### src/rtl/mc51_xbus_arbiter_if.sv
// Bus bundle between the mcs_51 core, the secondary (DMA/debug) requester and the
// external memory port. The arbiter uses the master view; the environment uses slave.
interface mc51_xbus_arbiter_if #(
  parameter int ADDR_W = 16,
  parameter int DATA_W = 8
);
  logic [ADDR_W-1:0] cpu_addr;
  logic [DATA_W-1:0] cpu_wdata;
  logic [DATA_W-1:0] cpu_rdata;
  logic              cpu_psen_n;
  logic              cpu_rd_n;
  logic              cpu_we_n;
  logic              cpu_ready;

  logic              dma_req;
  logic              dma_we;
  logic [ADDR_W-1:0] dma_addr;
  logic [DATA_W-1:0] dma_wdata;
  logic              dma_gnt;
  logic              dma_done;
  logic [DATA_W-1:0] dma_rdata;

  logic [ADDR_W-1:0] mem_addr;
  logic [DATA_W-1:0] mem_wdata;
  logic [DATA_W-1:0] mem_rdata;
  logic              mem_ce_n;
  logic              mem_oe_n;
  logic              mem_we_n;

  modport master (
    input  cpu_addr, cpu_wdata, cpu_psen_n, cpu_rd_n, cpu_we_n,
    input  dma_req, dma_we, dma_addr, dma_wdata,
    input  mem_rdata,
    output cpu_rdata, cpu_ready,
    output dma_gnt, dma_done, dma_rdata,
    output mem_addr, mem_wdata, mem_ce_n, mem_oe_n, mem_we_n
  );

  modport slave (
    output cpu_addr, cpu_wdata, cpu_psen_n, cpu_rd_n, cpu_we_n,
    output dma_req, dma_we, dma_addr, dma_wdata,
    output mem_rdata,
    input  cpu_rdata, cpu_ready,
    input  dma_gnt, dma_done, dma_rdata,
    input  mem_addr, mem_wdata, mem_ce_n, mem_oe_n, mem_we_n
  );
endinterface

### src/rtl/mc51_xbus_arbiter.sv
// Shares one external memory port between the mcs_51 core bus and a secondary requester,
// holding memory strobes WAIT_CYC cycles per access and stalling the core via cpu_ready.
module mc51_xbus_arbiter #(
  parameter int ADDR_W     = 16,
  parameter int DATA_W     = 8,
  parameter int WAIT_CYC   = 2,
  parameter int STARVE_LIM = 4
) (
  input  logic                  clk,
  input  logic                  sys_rst_n,
  mc51_xbus_arbiter_if.master   bus
);
  localparam int CNT_W = (WAIT_CYC > 1) ? $clog2(WAIT_CYC) : 1;
  localparam int STV_W = $clog2(STARVE_LIM + 1);
  localparam logic [CNT_W-1:0] CNT_LAST = CNT_W'(WAIT_CYC - 1);
  localparam logic [STV_W-1:0] STV_MAX  = STV_W'(STARVE_LIM);

  typedef enum logic [2:0] {IDLE, CPU_ACC, CPU_RSP, DMA_ACC, DMA_RSP} state_t;

  state_t            state_q, state_d;
  logic [CNT_W-1:0]  cnt_q, cnt_d;
  logic [STV_W-1:0]  starve_q, starve_d;
  logic [ADDR_W-1:0] addr_q, addr_d;
  logic [DATA_W-1:0] wdata_q, wdata_d;
  logic              we_q, we_d;
  logic [DATA_W-1:0] cpu_rdata_q, cpu_rdata_d;
  logic [DATA_W-1:0] dma_rdata_q, dma_rdata_d;

  logic cpu_req, cpu_wr, acc, dma_forced;

  assign cpu_req    = ~bus.cpu_psen_n | ~bus.cpu_rd_n | ~bus.cpu_we_n;
  assign cpu_wr     = ~bus.cpu_we_n;
  assign acc        = (state_q == CPU_ACC) || (state_q == DMA_ACC);
  assign dma_forced = bus.dma_req && (starve_q == STV_MAX);

  always_comb begin
    state_d     = state_q;
    cnt_d       = cnt_q;
    starve_d    = starve_q;
    addr_d      = addr_q;
    wdata_d     = wdata_q;
    we_d        = we_q;
    cpu_rdata_d = cpu_rdata_q;
    dma_rdata_d = dma_rdata_q;
    case (state_q)
      IDLE: begin
        cnt_d = '0;
        if (cpu_req && !dma_forced) begin
          state_d = CPU_ACC;
          addr_d  = bus.cpu_addr;
          wdata_d = bus.cpu_wdata;
          we_d    = cpu_wr;
          // Counter cannot be at the limit here, since that case hands the port to DMA.
          if (bus.dma_req) starve_d = starve_q + STV_W'(1);
        end else if (bus.dma_req) begin
          state_d  = DMA_ACC;
          addr_d   = bus.dma_addr;
          wdata_d  = bus.dma_wdata;
          we_d     = bus.dma_we;
          starve_d = '0;
        end
        if (!bus.dma_req) starve_d = '0;
      end
      CPU_ACC, DMA_ACC: begin
        if (cnt_q == CNT_LAST) begin
          state_d = (state_q == CPU_ACC) ? CPU_RSP : DMA_RSP;
          if (!we_q) begin
            if (state_q == CPU_ACC) cpu_rdata_d = bus.mem_rdata;
            else                    dma_rdata_d = bus.mem_rdata;
          end
        end else begin
          cnt_d = cnt_q + CNT_W'(1);
        end
      end
      CPU_RSP, DMA_RSP: state_d = IDLE;
      default:          state_d = IDLE;
    endcase
  end

  always_ff @(posedge clk or negedge sys_rst_n) begin
    if (!sys_rst_n) begin
      state_q     <= IDLE;
      cnt_q       <= '0;
      starve_q    <= '0;
      addr_q      <= '0;
      wdata_q     <= '0;
      we_q        <= 1'b0;
      cpu_rdata_q <= '0;
      dma_rdata_q <= '0;
    end else begin
      state_q     <= state_d;
      cnt_q       <= cnt_d;
      starve_q    <= starve_d;
      addr_q      <= addr_d;
      wdata_q     <= wdata_d;
      we_q        <= we_d;
      cpu_rdata_q <= cpu_rdata_d;
      dma_rdata_q <= dma_rdata_d;
    end
  end

  // Strobes decode straight from state so an async reset releases them immediately.
  assign bus.mem_ce_n  = ~acc;
  assign bus.mem_oe_n  = ~(acc && !we_q);
  assign bus.mem_we_n  = ~(acc && we_q);
  assign bus.mem_addr  = addr_q;
  assign bus.mem_wdata = wdata_q;

  assign bus.cpu_ready = ~(cpu_req && (state_q != CPU_RSP));
  assign bus.cpu_rdata = cpu_rdata_q;
  assign bus.dma_gnt   = (state_q == DMA_ACC) || (state_q == DMA_RSP);
  assign bus.dma_done  = (state_q == DMA_RSP);
  assign bus.dma_rdata = dma_rdata_q;
endmodule

### src/flat_wrapper.sv
// flat-port wrapper written by rule: the top's interface ports become plain ports
module mc51_xbus_arbiter_flat 
#(
  parameter int ADDR_W     = 16,
  parameter int DATA_W     = 8,
  parameter int WAIT_CYC   = 2,
  parameter int STARVE_LIM = 4
)
  (clk, sys_rst_n, bus_cpu_addr, bus_cpu_wdata, bus_cpu_psen_n, bus_cpu_rd_n, bus_cpu_we_n, bus_dma_req, bus_dma_we, bus_dma_addr, bus_dma_wdata, bus_mem_rdata, bus_cpu_rdata, bus_cpu_ready, bus_dma_gnt, bus_dma_done, bus_dma_rdata, bus_mem_addr, bus_mem_wdata, bus_mem_ce_n, bus_mem_oe_n, bus_mem_we_n);
  mc51_xbus_arbiter_if #(.ADDR_W(ADDR_W), .DATA_W(DATA_W)) bus_i ();
  input  logic clk;
  input  logic sys_rst_n;
  input wire logic [$bits(bus_i.cpu_addr)-1:0] bus_cpu_addr;
  input wire logic [$bits(bus_i.cpu_wdata)-1:0] bus_cpu_wdata;
  input wire logic [$bits(bus_i.cpu_psen_n)-1:0] bus_cpu_psen_n;
  input wire logic [$bits(bus_i.cpu_rd_n)-1:0] bus_cpu_rd_n;
  input wire logic [$bits(bus_i.cpu_we_n)-1:0] bus_cpu_we_n;
  input wire logic [$bits(bus_i.dma_req)-1:0] bus_dma_req;
  input wire logic [$bits(bus_i.dma_we)-1:0] bus_dma_we;
  input wire logic [$bits(bus_i.dma_addr)-1:0] bus_dma_addr;
  input wire logic [$bits(bus_i.dma_wdata)-1:0] bus_dma_wdata;
  input wire logic [$bits(bus_i.mem_rdata)-1:0] bus_mem_rdata;
  output wire logic [$bits(bus_i.cpu_rdata)-1:0] bus_cpu_rdata;
  output wire logic [$bits(bus_i.cpu_ready)-1:0] bus_cpu_ready;
  output wire logic [$bits(bus_i.dma_gnt)-1:0] bus_dma_gnt;
  output wire logic [$bits(bus_i.dma_done)-1:0] bus_dma_done;
  output wire logic [$bits(bus_i.dma_rdata)-1:0] bus_dma_rdata;
  output wire logic [$bits(bus_i.mem_addr)-1:0] bus_mem_addr;
  output wire logic [$bits(bus_i.mem_wdata)-1:0] bus_mem_wdata;
  output wire logic [$bits(bus_i.mem_ce_n)-1:0] bus_mem_ce_n;
  output wire logic [$bits(bus_i.mem_oe_n)-1:0] bus_mem_oe_n;
  output wire logic [$bits(bus_i.mem_we_n)-1:0] bus_mem_we_n;
  assign bus_i.cpu_addr = bus_cpu_addr;
  assign bus_i.cpu_wdata = bus_cpu_wdata;
  assign bus_i.cpu_psen_n = bus_cpu_psen_n;
  assign bus_i.cpu_rd_n = bus_cpu_rd_n;
  assign bus_i.cpu_we_n = bus_cpu_we_n;
  assign bus_i.dma_req = bus_dma_req;
  assign bus_i.dma_we = bus_dma_we;
  assign bus_i.dma_addr = bus_dma_addr;
  assign bus_i.dma_wdata = bus_dma_wdata;
  assign bus_i.mem_rdata = bus_mem_rdata;
  assign bus_cpu_rdata = bus_i.cpu_rdata;
  assign bus_cpu_ready = bus_i.cpu_ready;
  assign bus_dma_gnt = bus_i.dma_gnt;
  assign bus_dma_done = bus_i.dma_done;
  assign bus_dma_rdata = bus_i.dma_rdata;
  assign bus_mem_addr = bus_i.mem_addr;
  assign bus_mem_wdata = bus_i.mem_wdata;
  assign bus_mem_ce_n = bus_i.mem_ce_n;
  assign bus_mem_oe_n = bus_i.mem_oe_n;
  assign bus_mem_we_n = bus_i.mem_we_n;
  mc51_xbus_arbiter #(.ADDR_W(ADDR_W), .DATA_W(DATA_W), .WAIT_CYC(WAIT_CYC), .STARVE_LIM(STARVE_LIM)) u_core (.clk(clk), .sys_rst_n(sys_rst_n), .bus(bus_i));
endmodule
### config.mk
export PLATFORM = sky130hd
export DESIGN_NAME = mc51_xbus_arbiter_flat
export DESIGN_NICKNAME = d
export VERILOG_FILES = /design/src/rtl/mc51_xbus_arbiter_if.sv /design/src/rtl/mc51_xbus_arbiter.sv /design/src/flat_wrapper.sv
export SDC_FILE = /design/constraint.sdc
export NUM_CORES = 1
export LEC_CHECK = 0
export ABC_CLOCK_PERIOD_IN_PS = 2300
export BUFFER_PORTS_ARGS = -buffer_cell sky130_fd_sc_hd__buf_2
export CAP_MARGIN = 20
export CORE_UTILIZATION = 29
export CTS_BUF_LIST = sky130_fd_sc_hd__clkbuf_4 sky130_fd_sc_hd__clkbuf_8
export DETAILED_ROUTE_END_ITERATION = 10
export PLACE_DENSITY = 0.56
export SYNTH_ARGS = -nofsm -noshare
export SYNTH_HDL_FRONTEND = slang
export SYNTH_SLANG_ARGS = --single-unit
### constraint.sdc
create_clock -name clk -period 2.3 [get_ports clk]
set_input_delay 0.23 -clock clk [delete_from_list [all_inputs] [get_ports clk]]
set_output_delay 0.23 -clock clk [all_outputs]
set_load 0.02 [all_outputs]
==> flow_summary_export.csv, run 1 <==
group,metric,value,unit
route,num_vias,2192,
route,drt_pass1_iterations,4,
global_route,grt_first_pass_wirelength,10.6,mm
die,ioPinCount,109,
finish,areaGrowthSynthToFinish,34.4,%
route,drc,0,
clock_tree,cts_max_path_buffers,2,
die,coreArea,7410,sq um
timing,slew_viol_final,0,
worst_hold_path,hold_path_class,"in2reg",
finish,antenna_cells,0,
place,dpl.hpwl,4.53,mm
clock_tree,cts_tree,"done",
worst_setup_path,crit_chain,"and2b_1, inv_2, nor4b_4, mux2_2",
global_route,grt_max_degree,27,
yosys,synth-edff-count,0,
clock_tree,cts_buffers,5,
worst_hold_path,min_from,"bus_mem_rdata[1]",
worst_setup_path,rr_worst_depth,4,
timing,period_share,0.806,
route,drtIter0Drc,77,
power,p_int,2.31,mW
yosys,async_flop_share,1.00,
yosys,synth.avg_cell_area,10.2,sq um
power,leakagePower,1.44,nW
clock_tree,cts-resized-gates,0,
worst_setup_path,crit_type,"reg2reg",
route,wl_per_cell,14.9,um
timing,fin_tns_setup,0,ns
global_route,antenna_found_initial,0,
global_route,first_global_vias,2118,
power,power_switching_share,0.432,
yosys,syn_nets,288,
yosys,ys_seq_elements,48,
die,rows,31,
timing,hold_viol,0,
finish,final_cells,430,
timing,fmax,539,MHz
timing,skew,0.00556,ns
power,p_total,4.07,mW
die,die_x,90.4,um
yosys,yosysWarnings,0,
place,dp.cells,421,
power,seqPwrFrac,0.371,
power,vdd_drop_max,0.000497,V
flow_run,maxCapViolations,0,
finish,fill_cells,769,
timing,setup_viol,0,
worst_setup_path,start_kind,"register",
yosys,synthFlopType,"dfrtp_1",
yosys,ys_types,31,
power,comb_power_share,0.494,
yosys,syn_inst,223,
worst_setup_path,slowest_delay,0.52,ns
global_route,gr-total-overflow,0,
place,gp_congestion,0.758,
timing,slew_headroom,0.613,
clock_tree,path_clk_slew,0.09,ns
yosys,syn_area,2270,sq um
yosys,seq_area_frac_synth,0.530,
finish,drive_gt1_frac,0.441,
clock_tree,h-tree-depth,2,
worst_hold_path,hold_depth,2,
finish,fin_nets,395,
worst_hold_path,min_to,"u_core.bus.dma_rdata[1]",
worst_setup_path,cp-end-kind,"register",
worst_setup_path,cp_data_required_time,2.49,ns
status,status,"finished, final reports clean",
place,port_buffers,108,
worst_setup_path,r2r_slack,0.45,ns
power,clkPwrFrac,0.134,
timing,rsz0062_at_grt,"no",
yosys,ys_top_cells_by_area,"dfrtp_1 53%, mux2_2 7.9%, a31oi_1 6.6%",
clock_tree,post_cts_buffers,0,
clock_tree,cts.sinks,48,
die,die-area,8180,sq um
yosys,yosysTopAreaCell,"dfrtp_1",
worst_setup_path,regToRegEndpoint,"u_core.bus.cpu_rdata[3]",
route,wl,6.43,mm
timing,min_period,1.85,ns
worst_setup_path,cp.arrival,2.04,ns
yosys,yosys.area.top_type_share,0.530,
global_route,grt_usage,0.161,
timing,worstMarginPinSlew,0.578,ns
power,power_density,1340,nW/um^2
worst_setup_path,slowest_stage,"nor4b_4",
route,detail-route-antenna-nets,0,
worst_setup_path,r2r_start,"u_core.state_q[2]",
route,vias_per_cell,5.10,
worst_setup_path,worst-path-max-fanout,8,
die,start_util,0.306,
clock_tree,clock-root-buffer,"clkbuf_8",
clock_tree,insertion_delay,0.30,ns
die,die_y,90.4,um
power,power.switching,1.76,mW
-- worst max-delay path: cells and delay by family, from the launching register on --
family                 cells  cell delay [ns]
buffers and inverters      1             0.08
and+or+nand+nor            2             0.83
muxes                      1             0.40
DFF                        1             0.43
-- cells in the mapped netlist (all sizes together) (2+ instances only) --
cell type,count
and3,3
nand3,27
nand2b,2
o211ai,2
and2,2
a31oi,24
ha,2
clkbuf,16
inv,5
dfrtp,48
a21oi,25
o21bai,2
o21ai,25
nor2,3
buf,4
nand2,3
mux2,16
nand4b,2
-- power groups by stage --
| stage | Combinational, mW | Clock (mW) | Sequential [mW] |
|---|---|---|---|
| 6_report | 2.01 | 0.548 | 1.51 |
| 5_1_grt | 2.20 | 0.597 | 1.58 |
| 4_1_cts | 2.04 | 0.564 | 1.52 |
| 3_5_place_dp | 2.04 | 0 | 1.53 |
| 3_3_place_gp | 2.02 | 0 | 1.52 |
| 2_1_floorplan | 0.914 | 0 | 1.93 |
-- cell type report --
class                   count  area [sq um]  area share
multi-input cells         150           972       0.319
repair buffers            120           633       0.208
clock buffers               8          97.6      0.0320
inverters                   5          18.8     0.00616
flip-flops and latches     48          1200       0.394
well taps                  99           124      0.0407
-- registers in the layout, summed over array words and instances, names as in the netlist --
register,count
u_core.cnt_q,1
u_core.we_q,1
u_core.bus.cpu_rdata,8
u_core.bus.mem_wdata,8
u_core.bus.mem_addr,16
u_core.bus.dma_rdata,8
u_core.state_q,3
u_core.starve_q,3
-- worst max-delay path by stage --
stage | endpoint | slack (ns) | depth (start not counted) | from
final | u_core.bus.cpu_rdata[3] | 0.45 | 4 | u_core.state_q[2]
after detailed placement | u_core.bus.cpu_rdata[3] | 0.44 | 4 | u_core.state_q[2]
after floorplan | u_core.bus.cpu_rdata[0] | 0.62 | 4 | u_core.state_q[2]
after global placement | u_core.bus.cpu_rdata[4] | 0.51 | 4 | u_core.state_q[2]
after CTS | u_core.bus.cpu_rdata[3] | 0.43 | 4 | u_core.state_q[2]
after global routing | u_core.bus.cpu_rdata[1] | 0.33 | 4 | u_core.state_q[2]
-- cell families after synthesis --
group	count (synthesis)	share of synthesized area
AND/OR/NAND/NOR	47	0.119
multiplexers	17	0.0839
AO/OA/AOI/OAI	83	0.209
adder cells (fa/ha/maj)	2	0.0110
XOR/XNOR	1	0.00386
buffers and inverters	25	0.0436
flip-flops	48	0.530
-- routing by layer --
metal	GRT usage	wire length [um]
met1	0.209	2830
met3	0.0471	539
met2	0.261	2960
met4	0.0457	97
met5	0	0
-- cell usage in the layout (no fill, tap or decap), types with 3 or more instances in the layout --
cell type,n
mux2_2,16
buf_2,108
inv_1,4
a31oi_1,24
o21ai_0,25
buf_4,11
clkbuf_8,6
nand3_1,27
and3_1,3
nand2_1,3
dfrtp_1,48
nor2_1,3
a21oi_1,25
-- stage by stage --
step	util	setup WS, ns	instance area (sq um)	hold WS, ns
floorplan	-	0.621	2270	-0.0656
global placement	0.397	0.510	2940	0.0823
detailed placement	0.397	0.442	2940	0.0832
CTS	0.411	0.426	3050	0.168
global route	0.411	0.331	3050	0.164
finish	0.411	0.445	3050	0.175
-- what timing repair did --
action                                  4_1_cts  5_1_grt
hold endpoints to repair                      7        0
endpoints found under the setup margin        0        0
hold buffers                                  1        0
(Power assumes the default switching activity.)
==> inputs of run 2 (changes only) <==
--- a/config.mk
+++ b/config.mk
@@ -5,13 +5,13 @@
 export SDC_FILE = /design/constraint.sdc
 export NUM_CORES = 1
 export LEC_CHECK = 0
-export ABC_CLOCK_PERIOD_IN_PS = 2300
+export ABC_CLOCK_PERIOD_IN_PS = 1600
 export BUFFER_PORTS_ARGS = -buffer_cell sky130_fd_sc_hd__buf_2
 export CAP_MARGIN = 20
 export CORE_UTILIZATION = 29
 export CTS_BUF_LIST = sky130_fd_sc_hd__clkbuf_4 sky130_fd_sc_hd__clkbuf_8
 export DETAILED_ROUTE_END_ITERATION = 10
-export PLACE_DENSITY = 0.56
+export PLACE_DENSITY = 0.58
 export SYNTH_ARGS = -nofsm -noshare
 export SYNTH_HDL_FRONTEND = slang
 export SYNTH_SLANG_ARGS = --single-unit
==> constraint.sdc (replaced) <==
create_clock -name clk -period 1.6 [get_ports clk]
set_input_delay 0.16 -clock clk [delete_from_list [all_inputs] [get_ports clk]]
set_output_delay 0.16 -clock clk [all_outputs]
set_load 0.02 [all_outputs]
==> flow_summary_export.csv, run 2 (synthesis gave the netlist of run 1 again) <==
group,metric,value,unit
status,status,"finished, final reports clean",
worst_setup_path,crit_type,"reg2out",
route,wl,6.32,mm
worst_setup_path,regToRegEndpoint,"u_core.bus.cpu_rdata[0]",
flow_run,maxCapViolations,0,
finish,mostFrequentLayoutCell,"buf_2",
route,detail-route-antenna-nets,0,
finish,areaGrowthSynthToFinish,40.7,%
finish,final_util,0.431,
die,coreArea,7410,sq um
worst_hold_path,hold_depth,2,
route,drt_pass1_iterations,4,
route,wl_per_cell,14.5,um
timing,period_share,0.959,
worst_setup_path,r2r_slack,0.07,ns
worst_setup_path,rr_worst_depth,5,
die,die-area,8180,sq um
global_route,gr-total-overflow,0,
timing,fmax,652,MHz
finish,largest_reg_flops,16,
clock_tree,path_clk_slew,0.09,ns
die,die_y,90.4,um
global_route,grt_first_pass_wirelength,10.4,mm
timing,min_period,1.53,ns
route,vias_per_cell,4.92,
global_route,antenna_found_initial,0,
timing,worstMarginPinSlew,0.420,ns
worst_hold_path,min_to,"u_core.bus.dma_rdata[6]",
die,ioPinCount,109,
timing,slew_headroom,0.720,
worst_setup_path,startpoint,"u_core.state_q[0]",
clock_tree,clock-root-buffer,"clkbuf_8",
place,port_buffers,108,
power,leakagePower,1.50,nW
clock_tree,cts_tree,"done",
global_route,grt_max_degree,32,
worst_setup_path,cp.arrival,1.37,ns
worst_hold_path,hold_path_class,"in2reg",
finish,fin_nets,401,
worst_setup_path,cp_data_required_time,1.44,ns
finish,antenna_cells,0,
place,gp_congestion,0.718,
route,drc,0,
finish,final_cells,436,
finish,layout.cells.most_common_list,"107 x buf_2, 47 x dfrtp_1, 27 x nand3_1, 25 x a21oi_1",
place,dpl.hpwl,4.53,mm
clock_tree,insertion_delay,0.30,ns
global_route,first_global_vias,2102,
route,drtIter0Drc,66,
worst_setup_path,start_kind,"register",
place,dp.cells,426,
finish,drive_gt1_frac,0.466,
clock_tree,h-tree-depth,2,
worst_setup_path,r2r_start,"u_core.state_q[2]",
power,power_density,1930,nW/um^2
timing,hold_viol,0,
die,start_util,0.306,
finish,fill_cells,763,
clock_tree,cts.sinks,48,
timing,setup_viol,0,
die,die_x,90.4,um
timing,skew,0.00601,ns
clock_tree,cts_buffers,5,
clock_tree,cts_max_path_buffers,2,
route,num_vias,2144,
global_route,grt_usage,0.159,
worst_setup_path,worst-path-max-fanout,3,
die,rows,31,
worst_hold_path,min_from,"bus_mem_rdata[6]",
timing,slew_viol_final,0,
worst_setup_path,cp-end-kind,"primary output",
power,vdd_drop_max,0.000654,V
-- run 2: per-layer routing --
metal,vias to the layer above,share of wire,global-route usage
met5,-,0,0
met4,0,0.0090,0.0323
met3,7,0.070,0.0379
met2,97,0.45,0.264
met1,992,0.47,0.211
li1,1048,-,-
-- run 2: how the worst max path moves through the flow --
stage,end,slack [ns],cells past startpoint
global route,bus_dma_gnt,-0.003,5
detailed placement,u_core.bus.mem_addr[10],0.08,5
CTS,bus_dma_gnt,0.004,5
finish,bus_dma_gnt,0.07,5
floorplan,u_core.bus.cpu_rdata[0],-0.04,4
global placement,u_core.bus.cpu_rdata[1],0.1,5
-- run 2: layout make-up --
type | count | area, sq um | area share
sequential | 48 | 1200 | 0.377
multi-input combinational | 150 | 991 | 0.311
timing repair buffer | 126 | 743 | 0.233
tap | 99 | 124 | 0.0388
clock buffer | 5 | 68.8 | 0.0216
clock inverter | 3 | 42.5 | 0.0133
inverter | 5 | 18.8 | 0.00588
-- run 2: metrics by stage --
stage / total power, mW / setup WS (ns) / setup TNS [ns] / cell area (sq um) / hold WS [ns]
CTS: 6.19 / 0.00407 / 0 / 3170 / 0.0904
floorplan: 4.09 / -0.0428 / -0.419 / 2270 / -0.136
finish: 6.17 / 0.0656 / 0 / 3190 / 0.100
global placement: 5.22 / 0.0959 / 0 / 3040 / 0.117
detailed placement: 5.28 / 0.0775 / 0 / 3040 / 0.118
global route: 6.59 / -0.00345 / -0.00345 / 3190 / 0.0898
-- run 2: worst max-delay path, cell delays in order, from the launching register on --
cell      delay (ns)
dfrtp_1         0.40
buf_4           0.16
nor2_4          0.11
and2_4          0.15
o21bai_1        0.10
buf_4           0.16
-- run 2: repair_timing --
action	4_1_cts	5_1_grt
hold buffers	1	0
hold endpoints to repair	17	0
resized for setup	3	5
endpoints found under the setup margin	1	11
buffers inserted	0	1
-- run 2: power breakdown --
group	total, mW	switching, mW	internal, mW
logic	3.11	1.81	1.30
clock network	0.876	0.413	0.463
registers	2.18	0.366	1.81
